[src/rtl/ex_ctrl_if.sv]
// Purpose: decode->execute->memory handshake and data bundle for ex_ctrl.
// Ports:   in_* / valA/valB/valE / flush from decode and ALU; out_* / cc / stat / halted to memory.
// slave modport is the controller side; master is the surrounding pipeline.
interface ex_ctrl_if #(
  parameter int WIDTH = 32
);
  logic             in_valid_i;
  logic             in_ready_o;
  logic [7:0]       icode_i;
  logic [7:0]       ifun_i;
  logic [WIDTH-1:0] valA_i;
  logic [WIDTH-1:0] valB_i;
  logic [WIDTH-1:0] valE_i;
  logic             flush_i;
  logic             out_valid_o;
  logic             out_ready_i;
  logic [7:0]       icode_o;
  logic [7:0]       ifun_o;
  logic [WIDTH-1:0] valE_o;
  logic             cnd_o;
  logic [2:0]       cc_o;
  logic [1:0]       stat_o;
  logic             halted_o;

  modport slave (
    input  in_valid_i, icode_i, ifun_i, valA_i, valB_i, valE_i, flush_i, out_ready_i,
    output in_ready_o, out_valid_o, icode_o, ifun_o, valE_o, cnd_o, cc_o, stat_o, halted_o
  );

  modport master (
    output in_valid_i, icode_i, ifun_i, valA_i, valB_i, valE_i, flush_i, out_ready_i,
    input  in_ready_o, out_valid_o, icode_o, ifun_o, valE_o, cnd_o, cc_o, stat_o, halted_o
  );
endinterface

[src/rtl/ex_ctrl.sv]
// Purpose: Y86 execute-stage controller: EX/MEM register, condition codes, Cnd, HALT state.
// Latency: one cycle from accept to out_valid_o; full throughput when memory consumes every cycle.
// Backpressure: in_ready_o drops while the output register is full and not consumed, on flush, or in HALT.
// Ports: clk, rst (async active-low), bus (ex_ctrl_if.slave) carrying handshake, operands and results.
module ex_ctrl #(
  parameter int         WIDTH    = 32,
  parameter logic [2:0] CC_RESET = 3'b100
) (
  input logic     clk,
  input logic     rst,
  ex_ctrl_if.slave bus
);

  localparam logic [7:0] I_HALT   = 8'h00;
  localparam logic [7:0] I_CMOVXX = 8'h02;
  localparam logic [7:0] I_OPL    = 8'h06;
  localparam logic [7:0] I_JXX    = 8'h07;
  localparam logic [7:0] I_MAX    = 8'h0B;

  typedef enum logic {RUN, HALT} state_e;

  state_e           state_q, state_d;
  logic             valid_q, valid_d;
  logic [7:0]       icode_q, icode_d;
  logic [7:0]       ifun_q, ifun_d;
  logic [WIDTH-1:0] vale_q, vale_d;
  logic             cnd_q, cnd_d;
  logic [2:0]       cc_q, cc_d;      // {ZF,SF,OF}
  logic [1:0]       stat_q, stat_d;

  logic in_ready;
  logic accept;
  logic is_cond;
  logic illegal;
  logic cnd_eval;
  logic zf, sf, of;
  logic a_s, b_s, e_s;

  assign in_ready = (state_q == RUN) && !bus.flush_i && (!valid_q || bus.out_ready_i);
  assign accept   = bus.in_valid_i && in_ready;

  assign is_cond = (bus.icode_i == I_CMOVXX) || (bus.icode_i == I_JXX);
  assign illegal = (bus.icode_i > I_MAX) ||
                   ((bus.icode_i == I_OPL) && (bus.ifun_i > 8'd3)) ||
                   (is_cond && (bus.ifun_i > 8'd6));

  // Condition uses the flags as they stand before this cycle's update.
  always_comb begin
    cnd_eval = 1'b0;
    case (bus.ifun_i)
      8'd0: cnd_eval = 1'b1;
      8'd1: cnd_eval = (cc_q[1] ^ cc_q[0]) | cc_q[2];
      8'd2: cnd_eval = cc_q[1] ^ cc_q[0];
      8'd3: cnd_eval = cc_q[2];
      8'd4: cnd_eval = !cc_q[2];
      8'd5: cnd_eval = !(cc_q[1] ^ cc_q[0]);
      8'd6: cnd_eval = !(cc_q[1] ^ cc_q[0]) && !cc_q[2];
      default: cnd_eval = 1'b0;
    endcase
  end

  assign a_s = bus.valA_i[WIDTH-1];
  assign b_s = bus.valB_i[WIDTH-1];
  assign e_s = bus.valE_i[WIDTH-1];
  assign zf  = (bus.valE_i == '0);
  assign sf  = e_s;

  // subl computes B-A, so overflow is judged against B's sign.
  always_comb begin
    of = 1'b0;
    case (bus.ifun_i)
      8'd0:    of = (a_s == b_s) && (e_s != a_s);
      8'd1:    of = (a_s != b_s) && (e_s != b_s);
      default: of = 1'b0;
    endcase
  end

  always_comb begin
    state_d = state_q;
    valid_d = valid_q;
    icode_d = icode_q;
    ifun_d  = ifun_q;
    vale_d  = vale_q;
    cnd_d   = cnd_q;
    cc_d    = cc_q;
    stat_d  = stat_q;
    if (accept) begin
      valid_d = 1'b1;
      icode_d = bus.icode_i;
      ifun_d  = bus.ifun_i;
      vale_d  = bus.valE_i;
      cnd_d   = is_cond ? cnd_eval : 1'b0;
      if (illegal) begin
        stat_d  = 2'd2;
        state_d = HALT;
      end else if (bus.icode_i == I_HALT) begin
        stat_d  = 2'd1;
        state_d = HALT;
      end else begin
        stat_d = 2'd0;
      end
      if ((bus.icode_i == I_OPL) && !illegal) begin
        cc_d = {zf, sf, of};
      end
    end else if (bus.flush_i || bus.out_ready_i) begin
      valid_d = 1'b0;
    end
  end

  always_ff @(posedge clk or negedge rst) begin
    if (!rst) begin
      state_q <= RUN;
      valid_q <= 1'b0;
      icode_q <= '0;
      ifun_q  <= '0;
      vale_q  <= '0;
      cnd_q   <= 1'b0;
      cc_q    <= CC_RESET;
      stat_q  <= 2'd0;
    end else begin
      state_q <= state_d;
      valid_q <= valid_d;
      icode_q <= icode_d;
      ifun_q  <= ifun_d;
      vale_q  <= vale_d;
      cnd_q   <= cnd_d;
      cc_q    <= cc_d;
      stat_q  <= stat_d;
    end
  end

  assign bus.in_ready_o  = in_ready;
  assign bus.out_valid_o = valid_q;
  assign bus.icode_o     = icode_q;
  assign bus.ifun_o      = ifun_q;
  assign bus.valE_o      = vale_q;
  assign bus.cnd_o       = cnd_q;
  assign bus.cc_o        = cc_q;
  assign bus.stat_o      = stat_q;
  assign bus.halted_o    = (state_q == HALT);

endmodule

[src/flat_wrapper.sv]
// flat-port wrapper written by rule: the top's interface ports become plain ports
module ex_ctrl_flat 
#(
  parameter int         WIDTH    = 32,
  parameter logic [2:0] CC_RESET = 3'b100
)
  (clk, rst, bus_in_valid_i, bus_icode_i, bus_ifun_i, bus_valA_i, bus_valB_i, bus_valE_i, bus_flush_i, bus_out_ready_i, bus_in_ready_o, bus_out_valid_o, bus_icode_o, bus_ifun_o, bus_valE_o, bus_cnd_o, bus_cc_o, bus_stat_o, bus_halted_o);
  ex_ctrl_if #(.WIDTH(WIDTH)) bus_i ();
  input logic clk;
  input logic rst;
  input wire logic [$bits(bus_i.in_valid_i)-1:0] bus_in_valid_i;
  input wire logic [$bits(bus_i.icode_i)-1:0] bus_icode_i;
  input wire logic [$bits(bus_i.ifun_i)-1:0] bus_ifun_i;
  input wire logic [$bits(bus_i.valA_i)-1:0] bus_valA_i;
  input wire logic [$bits(bus_i.valB_i)-1:0] bus_valB_i;
  input wire logic [$bits(bus_i.valE_i)-1:0] bus_valE_i;
  input wire logic [$bits(bus_i.flush_i)-1:0] bus_flush_i;
  input wire logic [$bits(bus_i.out_ready_i)-1:0] bus_out_ready_i;
  output wire logic [$bits(bus_i.in_ready_o)-1:0] bus_in_ready_o;
  output wire logic [$bits(bus_i.out_valid_o)-1:0] bus_out_valid_o;
  output wire logic [$bits(bus_i.icode_o)-1:0] bus_icode_o;
  output wire logic [$bits(bus_i.ifun_o)-1:0] bus_ifun_o;
  output wire logic [$bits(bus_i.valE_o)-1:0] bus_valE_o;
  output wire logic [$bits(bus_i.cnd_o)-1:0] bus_cnd_o;
  output wire logic [$bits(bus_i.cc_o)-1:0] bus_cc_o;
  output wire logic [$bits(bus_i.stat_o)-1:0] bus_stat_o;
  output wire logic [$bits(bus_i.halted_o)-1:0] bus_halted_o;
  assign bus_i.in_valid_i = bus_in_valid_i;
  assign bus_i.icode_i = bus_icode_i;
  assign bus_i.ifun_i = bus_ifun_i;
  assign bus_i.valA_i = bus_valA_i;
  assign bus_i.valB_i = bus_valB_i;
  assign bus_i.valE_i = bus_valE_i;
  assign bus_i.flush_i = bus_flush_i;
  assign bus_i.out_ready_i = bus_out_ready_i;
  assign bus_in_ready_o = bus_i.in_ready_o;
  assign bus_out_valid_o = bus_i.out_valid_o;
  assign bus_icode_o = bus_i.icode_o;
  assign bus_ifun_o = bus_i.ifun_o;
  assign bus_valE_o = bus_i.valE_o;
  assign bus_cnd_o = bus_i.cnd_o;
  assign bus_cc_o = bus_i.cc_o;
  assign bus_stat_o = bus_i.stat_o;
  assign bus_halted_o = bus_i.halted_o;
  ex_ctrl #(.WIDTH(WIDTH), .CC_RESET(CC_RESET)) u_core (.clk(clk), .rst(rst), .bus(bus_i));
endmodule
[config.mk]
export PLATFORM = sky130hd
export DESIGN_NAME = ex_ctrl_flat
export DESIGN_NICKNAME = d
export VERILOG_FILES = /design/src/rtl/ex_ctrl_if.sv /design/src/rtl/ex_ctrl.sv /design/src/flat_wrapper.sv
export SDC_FILE = /design/constraint.sdc
export NUM_CORES = 1
export LEC_CHECK = 0
export ABC_AREA = 1
export CAP_MARGIN = 20
export CORE_MARGIN = 2
export CORE_UTILIZATION = 33
export CTS_BUF_LIST = sky130_fd_sc_hd__clkbuf_16
export DETAILED_ROUTE_END_ITERATION = 8
export PLACE_DENSITY = 0.89
export REMOVE_ABC_BUFFERS = 1
export SLEW_MARGIN = 20
export SYNTH_ARGS = -nofsm -noshare
export SYNTH_HDL_FRONTEND = slang
export SYNTH_SLANG_ARGS = --single-unit
export TNS_END_PERCENT = 50
[constraint.sdc]
create_clock -name clk -period 1.3 [get_ports clk]
set_clock_uncertainty 0.15 [all_clocks]
set_input_delay 0.195 -clock clk [delete_from_list [all_inputs] [get_ports clk]]
set_output_delay 0.195 -clock clk [all_outputs]
set_load 0.05 [all_outputs]
==> reports/metrics.yaml <==
run_status:
  outcome: "finished, violations left"
  failed_checks: "negative setup slack"
global_routing:
  grt_antenna_before_repair: 0
  gr-total-overflow: 0
  vias_in_the_first_global_route: 3077
  grtUsageTotal_pct: 22.1
  pin_count_of_the_biggest_net_entering_global_routing: 57
  grt_first_pass_wirelength_mm: 15.1
logic_synthesis:
  synth.area.mux_share_pct: 0
  synth-warning-count: 0
  synth_area_per_cell_um2: 8.34
  post_synth_inst_count: 317
  yosys.area.top_type: "sky130_fd_sc_hd__dfrtp_1"
  synth_compound_gate_area_share_pct: 9.66
  post_synth_instance_area_um2: 2640
  synth-xor-area-share_pct: 0.331
  yosysUniqueCellTypes: 27
  synth_fa_ha_area_share_pct: 0
  synth_sequential_area_ratio_pct: 53.1
  largest_family_of_logic_cells_by_synthesized_area: "simple AND/OR/NAND/NOR gates"
  post_synth_main_area_contributors: "sky130_fd_sc_hd__dfrtp_1, sky130_fd_sc_hd__nand2_1, sky130_fd_sc_hd__o21ai_1"
  post-synth-top-area-fraction_pct: 52.1
  yosys_register_bits: 56
  synthSimpleGateAreaFrac_pct: 26.2
timing:
  slew_violations: 0
  final.setup.tns_ns: -14.83
  max_freq_ghz: 0.614
  final.min_clock_period_ns: 1.63
  timing.final.ws_setup_ns: -0.329
  setup_viol_count_final: 62
  hold_viol_final: 0
  max-slew-margin-rel_pct: 79.5
  timing_worst_slew_pin_value_ns: 0.307
  period_share_pct: 125
  grt_setup_unrepaired: "true"
drt:
  vias: 2802
  detail_route.first_pass.iterations: 4
  initialDrtViolationCount: 96
  detail_route.wl_per_cell_um: 16.7
  vias_per_cell: 4.75
  route.final.wire_length_mm: 9.87
  ant_nets: 0
  dr_drc_count: 0
placed_design:
  post-place-ws_ns: -0.432
  placedCellCount: 566
  gp_congestion: 0.850
  port_buffers: 111
  place.detailed.hpwl_mm: 6.16
job:
  max_cap_violations: 0
floorplanning:
  start_util_pct: 34.2
  row_count: 32
  floorplan.die_area_um2: 8740
  die-height_um: 93.5
  core_area_um2: 7730
  io_pins: 174
  die_w_um: 93.5
worst_setup_path:
  crit_chain: "buf_6, nor2_4, buf_6, nand3_4, buf_8, nand2_1, nand2_1"
  crit_start: "u_core.bus.halted_o"
  setup_crit_path_kind: "reg2reg"
  critical_path.endpoint_type: "flip-flop"
  r2r.worst_path.cells: 7
  worst-endpoint-arrival_ns: 1.64
  end_point_of_the_critical_path: "u_core.bus.stat_o[0]"
  worst_ep_required_time_ns: 1.31
  critPathSlowestCell: "sky130_fd_sc_hd__dfrtp_1"
  crit_path_max_incr_delay_ns: 0.42
  worst-r2r-setup-slack_ns: -0.33
  worst_reg2reg_endpoint: "u_core.bus.stat_o[0]"
  startpoint_type: "flip-flop"
  critical_path.reg2reg.startpoint: "u_core.bus.halted_o"
  cp_max_fo: 7
power_and_ir_drop:
  net_load_switching_power_w: 0.00530
  power.share.clock_pct: 10.6
  power_density_nw_per_um2: 2190
  p_comb_share_pct: 61.1
  switching_share_pct: 43.9
  power_leakage_nw: 2.67
  power.share.sequential_pct: 28.3
  ir_worst_vdd_uv: 1350
  internal_power_w: 0.00678
clock_network:
  cts_tree: "yes"
  cts_max_level: 2
  clockBufferDepth: 2
  clk_root_buffer_cell: "sky130_fd_sc_hd__clkbuf_16"
  clk_pin_slew_worst_paths_ns: 0.07
  tritoncts_num_sinks: 56
  clock_latency_on_the_worst_skew_pair_ns: 0.28
  cts_made_buffers: 5
finish:
  layout-area-overhead-vs-synth_pct: 109
  layout.cells.most_common_list: "sky130_fd_sc_hd__buf_12, sky130_fd_sc_hd__dfrtp_1, sky130_fd_sc_hd__nand2_1"
  nets: 605
  final_layout_size_suffix_gt1_share_pct: 45.7
  instances_no_fill: 590
  fill_cells: 504
  antennaDiodeCount: 0
  most_common_cell_after_layout_fill_and_taps_aside: "sky130_fd_sc_hd__buf_12"
hold_path:
  holdCritPathClass: "in2reg"
  hold-path-cell-count: 3
==> power groups by stage <==
stage                     clock network, W  registers [W]  logic [W]
final                              0.00128        0.00342    0.00738
after global routing               0.00137        0.00349    0.00766
after CTS                          0.00132        0.00327    0.00709
after detailed placement                 0        0.00329    0.00684
after global placement                   0        0.00324    0.00672
after floorplan                          0        0.00536   0.000712
==> per-stage QoR <==
stage | power [W] | utilization, % | hold WS (ns) | instance area (um2)
after floorplan | 0.00607 | - | -0.251 | 2550
after global placement | 0.00996 | 61.2 | 0.0675 | 4730
after detailed placement | 0.0101 | 61.2 | 0.0697 | 4730
after CTS | 0.0117 | 68.4 | 0.157 | 5290
after global routing | 0.0125 | 71.5 | 0.194 | 5520
final | 0.0121 | 71.5 | 0.167 | 5520
==> layer usage <==
metal	up-vias	GRT usage [%]	part of all wire (%)
li1	1328	-	-
met4	0	7.72	2.3
met3	19	4.19	4.8
met2	99	40.2	54
met5	-	0	0
met1	1356	25.9	39
==> flip-flops by register name, indices dropped and copies added, names as in the netlist <==
signal / cells
u_core.bus.valE_o: 32
u_core.bus.icode_o: 8
u_core.bus.ifun_o: 8
u_core.bus.stat_o: 2
u_core.bus.cnd_o: 1
u_core.bus.halted_o: 1
u_core.bus.out_valid_o: 1
u_core.bus.cc_o: 3
==> worst max-delay path: cells and delay by family, from the launching register on <==
kind          cells  cell delay (ns)
buf+inv           3             0.48
flops             1             0.42
simple gates      4             0.45
==> synthesized netlist by cell type (all sizes together) <==
master / instances
nand2: 100
buf: 9
clkbuf: 1
nand3b: 2
clkinv: 1
o21ai: 46
nand4: 9
a21oi: 2
nand3: 7
nor2: 26
dfstp: 1
inv: 51
nor3: 5
dfrtp: 55
xor2: 1
o21a: 1
==> worst min-delay path by stage <==
stage	slack, ns	start	end
floorplan	-0.25	rst	u_core.bus.cc_o[0]
global placement	0.07	rst	u_core.bus.out_valid_o
detailed placement	0.07	rst	u_core.bus.icode_o[7]
CTS	0.16	bus_ifun_i[4]	u_core.bus.ifun_o[4]
global route	0.19	bus_ifun_i[5]	u_core.bus.ifun_o[5]
finish	0.17	bus_ifun_i[7]	u_core.bus.ifun_o[7]
==> layout make-up <==
class,count,area [um2],area share [%]
clock buffers,5,125,2.27
inverters,52,210,3.81
multi-input cells,200,1300,23.5
clock inverters,2,7.51,0.136
flip-flops and latches,56,1400,25.4
repair buffers,173,2350,42.6
well taps,102,128,2.31
==> logic make-up after synthesis <==
kind of cell              Yosys count
buffers and inverters              62
AOI/OAI and AO/OA                  49
DFF                                56
xor gates and xnor gates            1
and+or+nand+nor                   149
==> what timing repair did <==
action / in CTS / in global routing
hold buffers: 1 / 0
setup buffers: 10 / 1
gates cloned: 7 / 0
endpoints found under the setup margin: 59 / 62
gates resized for setup: 61 / 80
hold endpoints to repair: 55 / 0
pin swaps: 15 / 11
No activity file was read; power rests on OpenSTA's default activity.
